$ cat config.mk
export PLATFORM = sky130hd
export DESIGN_NAME = mw_stage_p
export DESIGN_NICKNAME = d
export VERILOG_FILES = /design/src/rtl/mw_stage_p.sv
export SDC_FILE = /design/constraint.sdc
export NUM_CORES = 1
export LEC_CHECK = 0
export ABC_AREA = 1
export CORE_ASPECT_RATIO = 2
export CORE_MARGIN = 8
export CORE_UTILIZATION = 60
export CTS_CLUSTER_DIAMETER = 30
export DETAILED_ROUTE_END_ITERATION = 8
export DONT_BUFFER_PORTS = 1
export GPL_TIMING_DRIVEN = 0
export PLACE_DENSITY_LB_ADDON = 0.15
export SYNTH_ARGS = -nofsm -noshare
export SYNTH_HDL_FRONTEND = slang
export SYNTH_SLANG_ARGS = --single-unit
$ cat constraint.sdc
create_clock -name clk -period 2.01 [get_ports clk]
set_input_delay 0.3015 -clock clk [delete_from_list [all_inputs] [get_ports clk]]
set_output_delay 0.3015 -clock clk [all_outputs]
set_load 0.05 [all_outputs]
$ cat src/rtl/mw_stage_p.sv
// Memory/writeback stage: holds one M-stage result, builds size-aware flags and
// retires to the register file, memory write port and EFLAGS. Optional macro
// MW_FLAG_BYPASS_EN shows the merged EFLAGS combinationally in the retire cycle.
module mw_stage_p #(
  parameter int unsigned DATA_W  = 32,
  parameter int unsigned REGID_W = 3
) (
  input  logic               clk,
  input  logic               rst,
  input  logic               in_valid,
  output logic               in_ready,
  input  logic [DATA_W-1:0]  in_aluval,
  input  logic [1:0]         in_opsize,
  input  logic               in_af,
  input  logic               in_cf,
  input  logic               in_of,
  input  logic [31:0]        in_flagw,
  input  logic               in_we,
  input  logic               in_rmsel,
  input  logic [7:0]         in_modrm,
  input  logic               flush,
  input  logic               mem_ready,
  output logic               mem_we,
  output logic [DATA_W-1:0]  mem_data,
  output logic               rf_we,
  output logic [REGID_W-1:0] rf_id,
  output logic [DATA_W-1:0]  rf_data,
  output logic [1:0]         rf_size,
  output logic [31:0]        eflags,
  output logic               retire
);

  localparam int unsigned FLAG_W     = 32;
  localparam logic [FLAG_W-1:0] EFLAGS_RST = 32'h0000_0002;

  logic              valid_q;
  logic [DATA_W-1:0] aluval_q;
  logic [1:0]        opsize_q;
  logic              af_q;
  logic              cf_q;
  logic              of_q;
  logic [FLAG_W-1:0] flagw_q;
  logic              we_q;
  logic              rmsel_q;
  logic [7:0]        modrm_q;
  logic [FLAG_W-1:0] eflags_q;

  logic              mod_indirect;
  logic              mem_dest;
  logic              rf_dest;
  logic              accept;
  logic [2:0]        reg_sel;
  logic              zf;
  logic              sf;
  logic              pf;
  logic [FLAG_W-1:0] new_flags;
  logic [FLAG_W-1:0] eflags_merged;

  // Destination decode: mod==11 means the r/m field names a register.
  always_comb begin
    mod_indirect = !(modrm_q[7] & modrm_q[6]);
    mem_dest     = we_q & rmsel_q & mod_indirect;
    rf_dest      = we_q & !(rmsel_q & mod_indirect);
    reg_sel      = rmsel_q ? modrm_q[2:0] : modrm_q[5:3];
  end

  // Handshake; reset suppresses any write from the held instruction.
  always_comb begin
    mem_we   = valid_q & mem_dest & !flush & !rst;
    retire   = valid_q & !flush & !rst & (!mem_dest | mem_ready);
    in_ready = !valid_q | retire | flush;
    accept   = in_valid & in_ready;
    rf_we    = retire & rf_dest;
    rf_id    = REGID_W'(reg_sel);
    rf_data  = aluval_q;
    mem_data = aluval_q;
    rf_size  = opsize_q;
  end

  // Operand-size-aware flag generation; PF always looks at the low byte.
  always_comb begin
    pf = ~^aluval_q[7:0];
    case (opsize_q)
      2'b00: begin
        zf = ~|aluval_q[7:0];
        sf = aluval_q[7];
      end
      2'b01: begin
        zf = ~|aluval_q[15:0];
        sf = aluval_q[15];
      end
      default: begin
        zf = ~|aluval_q[31:0];
        sf = aluval_q[31];
      end
    endcase
    new_flags     = '0;
    new_flags[0]  = cf_q;
    new_flags[2]  = pf;
    new_flags[4]  = af_q;
    new_flags[6]  = zf;
    new_flags[7]  = sf;
    new_flags[11] = of_q;
    eflags_merged = (eflags_q & ~flagw_q) | (new_flags & flagw_q) | EFLAGS_RST;
  end

  // Held instruction and architectural EFLAGS.
  always_ff @(posedge clk) begin
    if (rst) begin
      valid_q  <= 1'b0;
      aluval_q <= '0;
      opsize_q <= '0;
      af_q     <= 1'b0;
      cf_q     <= 1'b0;
      of_q     <= 1'b0;
      flagw_q  <= '0;
      we_q     <= 1'b0;
      rmsel_q  <= 1'b0;
      modrm_q  <= '0;
      eflags_q <= EFLAGS_RST;
    end else begin
      if (retire) begin
        eflags_q <= eflags_merged;
      end
      if (accept) begin
        valid_q  <= 1'b1;
        aluval_q <= in_aluval;
        opsize_q <= in_opsize;
        af_q     <= in_af;
        cf_q     <= in_cf;
        of_q     <= in_of;
        flagw_q  <= in_flagw;
        we_q     <= in_we;
        rmsel_q  <= in_rmsel;
        modrm_q  <= in_modrm;
      end else if (retire | flush) begin
        valid_q <= 1'b0;
      end
    end
  end

`ifdef MW_FLAG_BYPASS_EN
  assign eflags = retire ? eflags_merged : eflags_q;
`else
  assign eflags = eflags_q;
`endif

endmodule
==> key figures <==
STA
  – Fin. max-slew vios: 0
  – Worst Skew: a little over 0.006 ns
  – Final hold vios: 0
  – Highest clock rate: between 500 and 600 MHz
  – Final period util: a little over nine tenths
  – Setup TNS: 0 ns
  – Minimum clock period: between 1.5 and 2 ns
  – Slew margin rel.: between 50% and 60%
  – Worst-margin pin slew: 0.6500 ns
  – Setup Viol. Count Final: 0
  – Unrepaired setup endpoints after global routing: false

Synthesis
  – Synthesized instance count: 589
  – Syn Area/Cell: roughly 7.7 um2
  – Post-Syn Area: around 4500 um2
  – Ys Warns: 0
  – Synth Flop Type: dfxtp_1
  – Synth top area share: 48.52%
  – Post-Syn Nets: 677
  – Seq/Total Area, Yosys: slightly below 50%
  – Post-synth top cells: nand2_1, dfxtp_1, nand3_1, a21oi_1, inv_1
  – Async set or reset register ratio after synthesis: 0%
  – Post-synth cell types: 24
  – Synth area leaders: dfxtp_1, nand3_1, nand2_1
  – FF+latch count, synth: 110
  – Most numerous cell in the Yosys netlist: nand2_1
  – Number of flops mapped to enable cells by yosys: 0
  – Yosys top cell by area: dfxtp_1

Die
  – Die width: around 77 um
  – I/O pins: 189
  – Initial Util: approximately 60%
  – Core ar.: around 7500 um2
  – Row cnt: 45
  – DIE AREA: between 10000 and 15000 um2
  – Die Ht: ~140 um

Placement
  – IO buf count: 0
  – Placed inst area: approximately 4700 um2
  – Dpl hpwl: approximately 9000 um
  – Routability cong.: 0.7610

Global routing
  – GR peak layer: met2
  – Met1 usage: between 20% and 30%
  – Total gr overflow: 0
  – Vias in the first global route: 3653
  – Total GRT Usage: 21.48%
  – First-pass GRT wire length: 18810 um
  – M3 GR Usage: approximately a tenth
  – GR Layer Usage met2: ~36%
  – Initial antenna violation count: 0
  – Pin count of the biggest net entering global routing: 20

Critical path
  – Crit Path Category: reg -> out
  – Worst EP arrival: roughly 1.6 ns
  – CP Data Required Time: ~1.7 ns
  – Crit path launch type: register
  – Crit-path max FO: 10
  – CP endpoint kind: output pin

Clock tree
  – Root Driver: clkbuf_16
  – # hold bufs at CTS: 0
  – Clk_lat worst skew: about 0.35 ns
  – Post CTS Setup Buffer Count: 0
  – Clock sinks: 110
  – Clock transition at the registers of the reported paths: roughly 0.07 ns
  – CTS tree: yes
  – Clk buf depth: 2
  – H-Tree Depth: 3
  – TritonCTS Buffers: 9

Cells and area
  – NumNets Final: between 600 and 700
  – Area Growth Syn to Fin: 9.650%
  – Filler instances: a little under 700
  – Multi-input logic area: between 1500 and 2000 um2
  – Finished Cell Area: ~5000 um2
  – Layout cells sized above 1: roughly 14%
  – Register Area: approximately 2200 um2
  – Antenna cells: 0

Power and ir drop
  – Pleak: approximately 2.1 nW
  – Power per Cell Area: between 900 and 1000 nW/um2
  – Worst vdd ir: around 0.75 mV
  – Power Total: roughly 5.0 mW

Route
  – Post-DR wirelength/cell: approximately 17 um
  – Initial DRC count: 217
  – Total number of vias: 3817
  – WL final: ~12000 um
  – Avg Vias per Cell: 5.461
  – Drt drc: 0
  – ANT nets after route: 0
  – First drt pass iteration count: 4

Outcome
  – Status: complete, no violations

Flow run
  – Max cap viols: 0

Min path
  – HP Class: in -> reg
routing by layer:
metal / vias up / wire length (um)
met4: 0 / 182
met5: - / 0
met1: 1761 / 4461
met3: 11 / 1298
met2: 133 / 5902
li1: 1912 / -
worst paths after layout:
kind / cells after the start / slack [ns] / endpoint / from
max: 5 / 0.11 / in_ready / valid_q$_SDFFE_PP0P_
min: 2 / 0.11 / flagw_q[26]$_SDFFE_PP0P_ / in_flagw[26]
max reg2reg: 7 / 0.28 / register / mem_data[7]$_SDFFE_PP0P_
min reg2reg: 2 / 0.46 / modrm_q[3]$_SDFFE_PP0P_ / modrm_q[3]$_SDFFE_PP0P_
state kept, by name, summed over array words and instances, names as in the netlist, named ones only:
signal    flops
eflags       25
valid_q       1
rmsel_q       1
mem_data     32
of_q          1
we_q          1
af_q          1
modrm_q       8
flagw_q      31
cf_q          1
rf_size       2
cells by family after synthesis:
group	Yosys count	synth area share (%)
AO/OA/AOI/OAI	87	9.732
XOR/XNOR	2	0.3861
adder cells (fa/ha/maj)	4	1.103
buffers and inverters	114	13.10
flip-flops	110	48.52
multiplexers	3	0.7444
other	1	0.08263
AND/OR/NAND/NOR	268	26.33
through the flow:
step           setup WS, ns  util, %  hold slack (ns)  instances
5_1_grt            0.001556    66.45          0.09803        699
4_1_cts             0.09855    66.45          0.09788        699
3_3_place_gp         0.2176    62.17           0.4462        683
3_5_place_dp         0.2081    62.17           0.4522        683
2_1_floorplan        0.3101        -           0.4366        589
6_report             0.1113    66.45           0.1098        699
area by class of cell:
type / count / area share [%]
Sequential cell: 110 / 44.25
Clock inverter: 6 / 1.509
Multi-Input combinational cell: 365 / 35.13
Inverter: 41 / 3.093
Clock buffer: 10 / 4.803
Tap cell: 94 / 2.364
Buffer: 73 / 8.851
timing repair:
| action | 4_1_cts | 5_1_grt |
|---|---|---|
| resized for setup | 2 | 0 |
| hold endpoints to repair | 0 | 0 |
| setup endpoints to repair | 2 | 0 |
report_power, final:
part | switching [mW] | leakage, nW | total [mW] | internal [mW]
sequential | 0.221 | 0.900 | 2.49 | 2.27
combinational | 0.414 | 1.09 | 0.603 | 0.190
clock | 0.832 | 0.152 | 1.86 | 1.02
total | 1.47 | 2.14 | 4.95 | 3.48
layout by cell type, fill, tap and decap left out, drive strengths merged, types with 3 or more instances in the layout:
cell type / count
nand2: 129
dfxtp: 110
nand3: 107
a21oi: 84
buf: 55
inv: 44
clkbuf: 28
nor2: 26
ha: 4
mux2: 3
worst max-delay path, stage by stage (launching register included):
cell,delay (ns)
dfxtp_1,0.31
inv_1,0.06
nor3_4,0.19
nand2_4,0.12
nand2_4,0.15
buf_2,0.40
No activity file was read; power rests on OpenSTA's default activity.
